## config.mk

```make
export PLATFORM = sky130hd
export DESIGN_NAME = intc_service_master
export DESIGN_NICKNAME = d
export VERILOG_FILES = /design/src/rtl/intc_service_master.sv
export SDC_FILE = /design/constraint.sdc
export NUM_CORES = 1
export LEC_CHECK = 0
export ABC_AREA = 1
export ABC_CLOCK_PERIOD_IN_PS = 2000
export BUFFER_PORTS_ARGS = -buffer_cell sky130_fd_sc_hd__buf_2
export CAP_MARGIN = 20
export CORE_MARGIN = 3
export CORE_UTILIZATION = 55
export DETAILED_ROUTE_END_ITERATION = 6
export GPL_TIMING_DRIVEN = 0
export PLACE_DENSITY = 0.86
export SLEW_MARGIN = 0
export SYNTH_ARGS = -nofsm -noshare
export SYNTH_HDL_FRONTEND = slang
export SYNTH_SLANG_ARGS = --single-unit
```

## constraint.sdc

```tcl
create_clock -name pclk -period 2 [get_ports pclk]
set_clock_uncertainty 0.05 [all_clocks]
set_input_delay 0.2 -clock pclk [delete_from_list [all_inputs] [get_ports pclk]]
set_output_delay 0.2 -clock pclk [all_outputs]
set_load 0.01 [all_outputs]
```

## src/rtl/intc_service_master.sv

```systemverilog
// Interrupt service master.
// Programs a priority table into an interrupt controller over an APB-style
// bus (write then read-back per peripheral) and services interrupts one at
// a time: capture the ID, stay busy for a fixed time, acknowledge, then wait
// for the controller to drop its request before accepting another.
//
// Handshake: an APB transfer has a one-cycle setup phase (penable=0) and an
// access phase (penable=1). In the access phase every APB output is held
// until pready=1 is sampled on a rising edge, which completes the transfer.
// There is no timeout. interrupt_valid is a level request. interrupt_serviced
// pulses for one cycle per serviced interrupt, and the block then waits for
// interrupt_valid=0 before it can accept a new interrupt.
module intc_service_master #(
    parameter int NO_OF_PERIPHERALS = 8,
    parameter int WIDTH             = $clog2(NO_OF_PERIPHERALS),
    parameter int SERVICE_CYCLES    = 4
) (
    input  logic                           pclk,
    input  logic                           preset,
    input  logic                           cfg_start,
    input  logic [NO_OF_PERIPHERALS*WIDTH-1:0] cfg_prio,
    output logic                           cfg_done,
    output logic                           cfg_error,
    output logic [WIDTH-1:0]               paddr,
    output logic [WIDTH-1:0]               pwdata,
    output logic                           pwrite,
    output logic                           penable,
    input  logic [WIDTH-1:0]               prdata,
    input  logic                           pready,
    input  logic                           interrupt_valid,
    input  logic [WIDTH-1:0]               interrupt_to_be_service,
    output logic                           interrupt_serviced,
    output logic                           isr_busy,
    output logic [WIDTH-1:0]               isr_id,
    output logic [15:0]                    service_count
);

    localparam logic [2:0] IDLE       = 3'd0;
    localparam logic [2:0] CFG_SETUP  = 3'd1;
    localparam logic [2:0] CFG_ACCESS = 3'd2;
    localparam logic [2:0] SERVICE    = 3'd3;
    localparam logic [2:0] ACK        = 3'd4;
    localparam logic [2:0] ACK_WAIT   = 3'd5;

    localparam logic [WIDTH-1:0] LAST_IDX = WIDTH'(NO_OF_PERIPHERALS - 1);
    localparam logic [7:0]       SVC_LAST = 8'(SERVICE_CYCLES - 1);

    logic [2:0]       state;
    logic             pending;
    logic [WIDTH-1:0] idx;
    logic             rd_phase;
    logic [7:0]       svc_cnt;
    logic [WIDTH-1:0] prio_q [NO_OF_PERIPHERALS];
    logic [WIDTH-1:0] idx_next;
    logic             start_run;

    // An interrupt in IDLE always wins over a programming request.
    assign start_run = (state == IDLE) && !interrupt_valid && (cfg_start || pending);
    assign idx_next  = idx + WIDTH'(1);

    // Snapshot of the priority table, taken when a programming run starts.
    always_ff @(posedge pclk or negedge preset) begin
        if (!preset) begin
            for (int i = 0; i < NO_OF_PERIPHERALS; i++) begin
                prio_q[i] <= '0;
            end
        end else if (start_run) begin
            for (int i = 0; i < NO_OF_PERIPHERALS; i++) begin
                prio_q[i] <= cfg_prio[i*WIDTH +: WIDTH];
            end
        end
    end

    // Main controller: programming sequence, interrupt service and all outputs.
    always_ff @(posedge pclk or negedge preset) begin
        if (!preset) begin
            state              <= IDLE;
            pending            <= 1'b0;
            idx                <= '0;
            rd_phase           <= 1'b0;
            svc_cnt            <= 8'd0;
            paddr              <= '0;
            pwdata             <= '0;
            pwrite             <= 1'b0;
            penable            <= 1'b0;
            cfg_done           <= 1'b0;
            cfg_error          <= 1'b0;
            interrupt_serviced <= 1'b0;
            isr_busy           <= 1'b0;
            isr_id             <= '0;
            service_count      <= 16'd0;
        end else begin
            cfg_done           <= 1'b0;
            interrupt_serviced <= 1'b0;
            // Requests arriving while busy merge into a single pending run.
            if (cfg_start) begin
                pending <= 1'b1;
            end
            case (state)
                IDLE: begin
                    if (interrupt_valid) begin
                        isr_id   <= interrupt_to_be_service;
                        isr_busy <= 1'b1;
                        svc_cnt  <= 8'd0;
                        state    <= SERVICE;
                    end else if (cfg_start || pending) begin
                        pending   <= 1'b0;
                        cfg_error <= 1'b0;
                        idx       <= '0;
                        rd_phase  <= 1'b0;
                        paddr     <= '0;
                        pwdata    <= cfg_prio[WIDTH-1:0];
                        pwrite    <= 1'b1;
                        penable   <= 1'b0;
                        state     <= CFG_SETUP;
                    end
                end
                CFG_SETUP: begin
                    penable <= 1'b1;
                    state   <= CFG_ACCESS;
                end
                CFG_ACCESS: begin
                    if (pready) begin
                        penable <= 1'b0;
                        if (rd_phase) begin
                            if (prdata != prio_q[idx]) begin
                                cfg_error <= 1'b1;
                            end
                            if (idx == LAST_IDX) begin
                                cfg_done <= 1'b1;
                                pwrite   <= 1'b0;
                                state    <= IDLE;
                            end else begin
                                idx      <= idx_next;
                                rd_phase <= 1'b0;
                                paddr    <= idx_next;
                                pwdata   <= prio_q[idx_next];
                                pwrite   <= 1'b1;
                                state    <= CFG_SETUP;
                            end
                        end else begin
                            // Read back the same address just written.
                            rd_phase <= 1'b1;
                            pwrite   <= 1'b0;
                            state    <= CFG_SETUP;
                        end
                    end
                end
                SERVICE: begin
                    if (svc_cnt == SVC_LAST) begin
                        state <= ACK;
                    end else begin
                        svc_cnt <= svc_cnt + 8'd1;
                    end
                end
                ACK: begin
                    interrupt_serviced <= 1'b1;
                    if (service_count != 16'hFFFF) begin
                        service_count <= service_count + 16'd1;
                    end
                    state <= ACK_WAIT;
                end
                ACK_WAIT: begin
                    // A still-asserted request is the one just serviced.
                    if (!interrupt_valid) begin
                        isr_busy <= 1'b0;
                        state    <= IDLE;
                    end
                end
                default: begin
                    state <= IDLE;
                end
            endcase
        end
    end

endmodule
```

==> results by group <==
Die
  – Die height: 86.6 um
  – Total die area: 7490 sq um
  – CORE AREA: 6100 sq um
  – DIE WIDTH: 86.6 um
  – Starting Density: 58.6%
  – IO Pins: 66
  – # rows: 28

Clocking
  – Cts bufs inserted: 9
  – Clock Path Buffers: 2
  – Reg clk slew, reported paths: 0.07 ns
  – Clk_lat worst skew: 0.35 ns
  – CTS root buf: clkbuf_8
  – Clock sinks: 68
  – H-tree level count: 3
  – CTS tree: yes

Power and ir drop
  – Total power: 5880 uW
  – Leakage power total: 0.00219 uW
  – Power Density: 1380 nW/um^2
  – Largest vdd supply drop: 0.939 mV

Global route
  – Initial antenna violation count: 1
  – Vias in the first global route: 3190
  – Global route overflow: 0
  – First-pass GRT wire length: 14500 um
  – GRT Resource Usage Total: 24.8%
  – Maximum number of pins on one net before global-route repair: 69

Finish
  – Share of post-route cells with drive strength above 1: 21.2%
  – Antenna cells: 0
  – Final std cells w/o fill: 603
  – Final Net Count: 562
  – Utilization after layout: 69.8%
  – P&R area growth vs syn: 19.2%

Yosys
  – Sequential element share of the synthesized area: 47.7%
  – Area share of the largest cell type after synthesis: 47.7%
  – Mapped Nets: 481
  – Post-synth EDFFs: 0
  – Syn avg cell area: 8.08 sq um
  – Post-synth top flop: dfrtp_1
  – Post-Syn Area: 3570 sq um
  – Synth top cells by count: nand2_1 (119), dfrtp_1 (68), inv_1 (58), o21ai_0 (44), nand3_1 (35)
  – Top cells by area, synth: dfrtp_1 (48%), nand2_1 (13%), o21ai_0 (6.2%)
  – Most common cell in the synthesized netlist: nand2_1
  – Cell taking the most area after synthesis: dfrtp_1
  – Netlist cell types: 34
  – Post-Syn Instances: 442
  – Synth warn: 0
  – FFs w/ async S/R, synth: 100%
  – Yosys reg bits: 68

Routing
  – Drt drc: 0
  – First-pass iteration count of the detailed router: 5
  – Final WL: 8470 um
  – Initial DRC count: 217
  – Final ANT Viol Nets: 0
  – DR WL/cell: 14.0 um
  – Routed via count: 3225
  – Vias per inst: 5.35

STA
  – Crit path time final: 1.84 ns
  – RSZ-0062 raised after global routing: no
  – Slew headroom: 43.4%
  – Period utilization: 92.1%
  – Final setup fails: 0
  – Least-Margin Pin Slew: 0.849 ns
  – Final worst slack: 0.159 ns
  – Final Hold Violating Endpoints: 0
  – Fmax: 543 MHz
  – Slew Limit Fails: 0

Placement
  – Placed cell count: 582
  – HPWL Detailed: 6080 um
  – Gpl congestion: 0.913
  – Place WS: -0.175 ns
  – IO Port Bufs: 65

Setup path
  – Critical Path Start Type: flip-flop
  – Worst Path Arrival: 2.02 ns
  – CP Max Fanout: 9
  – Critical setup path kind: reg2reg
  – Data required, critical path: 2.18 ns
  – CP Capture Type: flip-flop

Worst hold path
  – Min-Delay Path Class: in2reg

Run status
  – Status: finished clean

Run
  – Max_cap viols: 0
==> flip-flops by register name, indices dropped and copies added (netlist names) <==
register,count
service_count,16
interrupt_serviced,1
prio_q,24
isr_id,3
rd_phase,1
cfg_error,1
state,3
pwrite,1
idx,3
pwdata,3
cfg_done,1
penable,1
isr_busy,1
svc_cnt,8
pending,1
==> final cells by class <==
cell class	count	area (sq um)
fill	507	1840
sequential	68	1700
multi-input combinational	300	1560
timing repair buffer	71	388
inverter	63	244
clock buffer	10	138
tap	75	93.8
buffer	10	77.6
clock inverter	6	48.8
==> critical path, cell delays in order (launching register included) <==
cell and delay, ns:
dfrtp_2 0.50, ha_4 0.19, ha_1 0.19, o21ai_0 0.24, inv_1 0.15, nor2_8 0.19, inv_4 0.06, nand2_1 0.07
o21ai_1 0.07
==> repair_timing <==
action / CTS / global route
hold buffers: 5 / 1
hold endpoints to repair: 72 / 1
gates resized for setup: 2 / 7
buffers inserted: 0 / 0
endpoints found under the setup margin: 3 / 10
==> metal layers <==
metal | track usage, % | vias up | part of all wire (%)
li1 | - | 1588 | -
met1 | 30.8 | 1496 | 43
met2 | 41.2 | 119 | 47
met3 | 8.17 | 20 | 7.7
met4 | 7.51 | 2 | 1.7
met5 | 0 | - | 0.15
==> metrics by stage <==
step / instance area, sq um / TNS [ns] / hold slack [ns]
floorplan: 3570 / 0 / -0.146
global placement: 3990 / -0.188 / 0.343
detailed placement: 3990 / -0.368 / 0.312
CTS: 4230 / 0 / 0.000542
global route: 4260 / 0 / 0.00245
finish: 4260 / 0 / 0.0108
==> where the power goes <==
part | internal (uW) | total, uW | switching (uW) | leakage [uW]
Combinational | 968 | 2610 | 1640 | 0.00124
Sequential | 1870 | 2220 | 358 | 0.000870
Clock | 491 | 1050 | 562 | 0.0000851
Total | 3330 | 5880 | 2560 | 0.00219
==> cell families (layout without fill, tap and decap cells) <==
| group | after synthesis | after routing | synth area share (%) |
|---|---|---|---|
| and+or+nand+nor | 201 | 201 | 25.5 |
| AOI/OAI and AO/OA | 76 | 76 | 11.7 |
| muxes | 1 | 1 | 0.280 |
| DFF | 68 | 68 | 47.7 |
| buffers and inverters | 74 | 160 | 9.01 |
| adders and majority gates | 4 | 4 | 1.40 |
| xor gates and xnor gates | 18 | 18 | 4.42 |
==> layout by cell type (no fill, tap or decap), drive strengths merged, types with 11 or more instances in the layout <==
cell type | Yosys | routed
clkbuf | 2 | 11
nand3 | 35 | 35
o21ai | 54 | 54
xor2 | 11 | 11
buf | 9 | 74
nor2 | 24 | 24
inv | 63 | 64
a21oi | 13 | 13
nand2 | 123 | 123
dfrtp | 68 | 68
==> path summary, 6_finish.rpt <==
| kind | startpoint | endpoint | slack, ns | depth (start not counted) |
|---|---|---|---|---|
| worst max-delay path | idx[1] | pwdata[2] | 0.16 | 8 |
| worst min register to register | cfg_error | cfg_error | 0.42 | 2 |
| worst max register to register | idx[1] | pwdata[2] | 0.16 | 8 |
| max in group asynchronous | preset | idx[1] | 0.85 | 2 |
| worst min-delay path | cfg_prio[21] | prio_q[0] | 0.01 | 3 |
| min in group asynchronous | preset | prio_q[6] | 0.45 | 2 |
No activity file was read; power rests on OpenSTA's default activity.
